**config.mk**
```make
export PLATFORM = sky130hd
export DESIGN_NAME = tx_serializer
export DESIGN_NICKNAME = d
export VERILOG_FILES = /design/src/rtl/tx_serializer.sv
export SDC_FILE = /design/constraint.sdc
export NUM_CORES = 1
export LEC_CHECK = 0
export CORE_AREA = 2 2 41 80
export CTS_BUF_LIST = sky130_fd_sc_hd__clkbuf_4 sky130_fd_sc_hd__clkbuf_8 sky130_fd_sc_hd__clkbuf_16
export DETAILED_ROUTE_END_ITERATION = 10
export DIE_AREA = 0 0 43 82
export DONT_BUFFER_PORTS = 1
export GPL_ROUTABILITY_DRIVEN = 0
export PLACE_DENSITY = 0.8
export SYNTH_ARGS = -nofsm -noshare
export SYNTH_HDL_FRONTEND = slang
export SYNTH_SLANG_ARGS = --single-unit
```
**constraint.sdc**
```tcl
create_clock -name Clk -period 2.85 [get_ports Clk]
set_input_delay 0.4275 -clock Clk [delete_from_list [all_inputs] [get_ports Clk]]
set_output_delay 0.4275 -clock Clk [all_outputs]
set_load 0.1 [all_outputs]
```
**src/rtl/tx_serializer.sv**
```systemverilog
// Serial transmitter: start bit, DATA_W data bits LSB first, optional even parity, stop bit.
// Optional parity bit enabled by defining TX_SERIALIZER_PARITY_EN.
module tx_serializer #(
  parameter int unsigned DATA_W       = 8,
  parameter int unsigned CLKS_PER_BIT = 16,
  parameter int unsigned CNT_W        = 16
) (
  input  logic              Clk,
  input  logic              Reset_n,
  input  logic              TxData,
  input  logic [DATA_W-1:0] DataIn,
  output logic              SerOut,
  output logic              TxBusy,
  output logic              TxDone
);

  localparam int unsigned IDX_W = (DATA_W > 1) ? $clog2(DATA_W) : 1;
  localparam logic [CNT_W-1:0] CNT_LAST = CNT_W'(CLKS_PER_BIT - 1);
  localparam logic [IDX_W-1:0] IDX_LAST = IDX_W'(DATA_W - 1);

  typedef enum logic [2:0] {
    IDLE,
    START,
    DATA,
`ifdef TX_SERIALIZER_PARITY_EN
    PARITY,
`endif
    STOP,
    DONE
  } state_t;

  state_t             state, state_d;
  logic [CNT_W-1:0]   cnt, cnt_d;
  logic [IDX_W-1:0]   idx, idx_d;
  logic [DATA_W-1:0]  shift, shift_d;
  logic               armed, armed_d;
  logic               ser_d, busy_d, done_d;
  logic               bit_end;
`ifdef TX_SERIALIZER_PARITY_EN
  logic               parity, parity_d;
`endif

  assign bit_end = (cnt == CNT_LAST);

  // State and registered outputs; reset forces the line idle-high immediately
  always_ff @(posedge Clk or negedge Reset_n) begin
    if (!Reset_n) begin
      state  <= IDLE;
      cnt    <= '0;
      idx    <= '0;
      shift  <= '0;
      armed  <= 1'b0;
      SerOut <= 1'b1;
      TxBusy <= 1'b0;
      TxDone <= 1'b0;
`ifdef TX_SERIALIZER_PARITY_EN
      parity <= 1'b0;
`endif
    end else begin
      state  <= state_d;
      cnt    <= cnt_d;
      idx    <= idx_d;
      shift  <= shift_d;
      armed  <= armed_d;
      SerOut <= ser_d;
      TxBusy <= busy_d;
      TxDone <= done_d;
`ifdef TX_SERIALIZER_PARITY_EN
      parity <= parity_d;
`endif
    end
  end

  // Next-state and next-output logic; outputs reflect the state being entered
  always_comb begin
    state_d = state;
    cnt_d   = cnt;
    idx_d   = idx;
    shift_d = shift;
    armed_d = armed | ~TxData;
    ser_d   = 1'b1;
    busy_d  = 1'b1;
    done_d  = 1'b0;
`ifdef TX_SERIALIZER_PARITY_EN
    parity_d = parity;
`endif

    case (state)
      IDLE: begin
        busy_d = 1'b0;
        // A request only launches after TxData has been seen low at least once
        if (TxData && armed) begin
          state_d = START;
          shift_d = DataIn;
          armed_d = 1'b0;
          cnt_d   = '0;
          ser_d   = 1'b0;
          busy_d  = 1'b1;
`ifdef TX_SERIALIZER_PARITY_EN
          parity_d = ^DataIn;
`endif
        end
      end
      START: begin
        ser_d = 1'b0;
        if (bit_end) begin
          state_d = DATA;
          cnt_d   = '0;
          idx_d   = '0;
          ser_d   = shift[0];
        end else begin
          cnt_d = cnt + CNT_W'(1);
        end
      end
      DATA: begin
        ser_d = shift[0];
        if (bit_end) begin
          cnt_d = '0;
          if (idx == IDX_LAST) begin
`ifdef TX_SERIALIZER_PARITY_EN
            state_d = PARITY;
            ser_d   = parity;
`else
            state_d = STOP;
            ser_d   = 1'b1;
`endif
          end else begin
            shift_d = shift >> 1;
            idx_d   = idx + IDX_W'(1);
            ser_d   = shift_d[0];
          end
        end else begin
          cnt_d = cnt + CNT_W'(1);
        end
      end
`ifdef TX_SERIALIZER_PARITY_EN
      PARITY: begin
        ser_d = parity;
        if (bit_end) begin
          state_d = STOP;
          cnt_d   = '0;
          ser_d   = 1'b1;
        end else begin
          cnt_d = cnt + CNT_W'(1);
        end
      end
`endif
      STOP: begin
        if (bit_end) begin
          state_d = DONE;
          cnt_d   = '0;
          done_d  = 1'b1;
        end else begin
          cnt_d = cnt + CNT_W'(1);
        end
      end
      DONE: begin
        state_d = IDLE;
        busy_d  = 1'b0;
      end
      default: begin
        state_d = IDLE;
        busy_d  = 1'b0;
      end
    endcase
  end

endmodule

```
==> impl_metrics.env <==
export IMPL_status="finished, final reports clean"
export IMPL_place_hpwl_um=3120
export IMPL_drive_gt1_frac=0.167
export IMPL_peakVddDrop_mv=0.738
export IMPL_core_area_um2=2940
export IMPL_die_x_um=43
export IMPL_end_kind="register"
export IMPL_synth_area_um2=1880
export IMPL_max_slew_worst_pin_slew_ns=0.866
export IMPL_tns_ns=0
export IMPL_synth_top_family_by_area="simple AND/OR/NAND/NOR gates"
export IMPL_finalClockSkew_ns=0.0103
export IMPL_synth_nets=205
export IMPL_async_flop_share=1.00
export IMPL_diodes=0
export IMPL_hold_class="primary input to register"
export IMPL_power_density_nw_per_um2=929
export IMPL_clockBufferDepth=2
export IMPL_fin_nets=205
export IMPL_cts_sinks=34
export IMPL_drt_first_pass_iters=4
export IMPL_ys_seq_area_frac=0.453
export IMPL_instances_no_fill=222
export IMPL_leakage_nw=0.852
export IMPL_placed_cell_area_um2=1870
export IMPL_synth_warnings=0
export IMPL_cp_slowest_stage_delay_ns=0.47
export IMPL_fin_util=0.679
export IMPL_cpMaxStageDelayCell="a41oi_2"
export IMPL_slew_headroom=0.423
export IMPL_cts_resized=0
export IMPL_cp_data_required_time_ns=3.03
export IMPL_cts_buffers=5
export IMPL_drv_slew=0
export IMPL_ys_flop_type="dfrtp_1"
export IMPL_hold_viol_final=0
export IMPL_synth_top_cell_by_area="dfrtp_1"
export IMPL_cp_start_kind="register"
export IMPL_finalWirelength_um=4290
export IMPL_placedCellCount=212
export IMPL_syn_avg_cell_area_um2=9.85
export IMPL_cp_arrival_ns=2.38
export IMPL_ios=14
export IMPL_fmax_mhz=454
export IMPL_design_area_um2=2000
export IMPL_cts_htree_levels=2
export IMPL_ys_seq_elements=34
export IMPL_cap_violations=0
export IMPL_ant_nets=0
export IMPL_dieArea_um2=3530
export IMPL_grt_pass1_vias=1611
export IMPL_holdWs_ns=0.255
export IMPL_clk_pin_slew_worst_paths_ns=0.07
export IMPL_min_period_ns=2.20
export IMPL_post_route_period_util=0.773
export IMPL_insertion_delay_ns=0.30
export IMPL_vias=1523
export IMPL_via_per_inst=6.86
export IMPL_yosys_area_share_simple=0.269
export IMPL_ys_types=44
export IMPL_num_rows=28
export IMPL_synth_most_common_cell="nand2_1"
export IMPL_synth_fa_ha_area_frac=0.0199
export IMPL_grt_usage=0.285
export IMPL_crit_top_cell="and3_1"
export IMPL_port_buffers=0
export IMPL_synth_compound_area_frac=0.172
export IMPL_ys_top_cells_by_area="dfrtp_1 44%, nand2_1 7.8%, mux2_2 5.4%"
export IMPL_p_total_mw=1.86
export IMPL_synth_edf_count=0
export IMPL_start_util=0.639
export IMPL_crit_fanout=18
export IMPL_cp_num_buf_inv=0
export IMPL_wl_per_cell_um=19.3
export IMPL_drc=0
export IMPL_synth_top_area_share=0.439
export IMPL_path_delay_family="simple AND/OR/NAND/NOR gates"
export IMPL_grt_ovfl_total=0
export IMPL_area_growth_pct=6.18
export IMPL_cts_root_buf="clkbuf_8"
export IMPL_grt_max_degree=35
export IMPL_cts_tree="built"
export IMPL_rsz0062_at_grt="false"
export IMPL_final_setup_worst_slack_ns=0.648
export IMPL_antenna_found_initial=0
export IMPL_synth_xor_area_share=0
export IMPL_grt_pass1_wl_um=7340
export IMPL_fp_dieH_um=82
export IMPL_critPathKind="register to register"
export IMPL_drtIter0Drc=52
export IMPL_worstPathCellList="ha_1 > and3_1 > a41oi_2 > and3_1 > a221o_1"
export IMPL_setup_viol=0
export IMPL_synth_area_mux_share=0.0539
export IMPL_pre_cts_ws_ns=0.670
export IMPL_synthCells=191
export IMPL_synthTopCellsByCount="39 x nand2_1, 33 x dfrtp_1, 11 x o21ai_0"
-- per-layer routing --
metal | track usage | routed length [um] | vias up
li1 | - | - | 713
met1 | 0.275 | 1420 | 726
met3 | 0.0681 | 198 | 21
met2 | 0.511 | 2430 | 63
met4 | 0.206 | 245 | 0
met5 | 0 | 0 | -
-- report_power, final --
| group | switching (mW) | total (mW) | internal (mW) | leakage (nW) |
|---|---|---|---|---|
| clock | 0.179 | 0.383 | 0.204 | 0.0517 |
| combinational | 0.312 | 0.559 | 0.247 | 0.381 |
| sequential | 0.277 | 0.913 | 0.636 | 0.420 |
-- logic make-up (layout without fill, tap and decap cells) --
kind of cell / count (synthesis) / after routing
flip-flops: 34 / 34
multiplexers: 9 / 9
AO/OA/AOI/OAI: 44 / 44
buffers and inverters: 13 / 14
AND/OR/NAND/NOR: 88 / 88
adder cells (fa/ha/maj): 3 / 3
-- state kept, by name, summed over array words and instances (netlist names) --
register / count
idx: 3
TxBusy: 1
cnt: 16
TxDone: 1
state: 3
SerOut: 1
armed: 1
shift: 8
-- layout by cell type (no fill, tap or decap), types with 4 or more instances in the layout --
cell / count
a21oi_1: 7
inv_1: 4
clkbuf_8: 6
nor2_1: 9
nor3_1: 6
nand2_1: 39
dfrtp_1: 33
mux2_2: 9
nand3_1: 5
nand4_1: 5
o21ai_0: 11
-- worst paths after layout --
path	start	end	slack (ns)	cells after the start
worst max-delay path	cnt[0]$_DFFE_PN0P_	cnt[7]$_DFFE_PN0P_	0.65	5
worst min-delay path	TxData	armed$_DFF_PN0_	0.26	1
worst max register to register	cnt[0]$_DFFE_PN0P_	cnt[7]$_DFFE_PN0P_	0.65	5
worst min register to register	shift[0]$_DFFE_PN0P_	SerOut$_DFF_PN1_	0.48	1
max in group asynchronous	Reset_n	SerOut$_DFF_PN1_	2.02	2
min in group asynchronous	Reset_n	cnt[13]$_DFFE_PN0P_	0.58	2
-- worst register-to-register path: stages (launching register included) --
cell and delay (ns):
dfrtp_1 0.43, ha_1 0.22, and3_1 0.39, a41oi_2 0.47, and3_1 0.34, a221o_1 0.25
-- cell type report --
| class | instances | area, um^2 |
|---|---|---|
| clock buffer | 7 | 90.1 |
| clock inverter | 1 | 5.00 |
| fill | 234 | 945 |
| inverter | 4 | 15.0 |
| multi-input combinational | 144 | 968 |
| sequential | 34 | 852 |
| tap | 30 | 37.5 |
| timing repair buffer | 2 | 30.0 |
-- repair_timing --
action	CTS	global route
hold endpoints to repair	34	0
hold buffers	2	0
setup buffers	0	0
(Power assumes the default switching activity.)
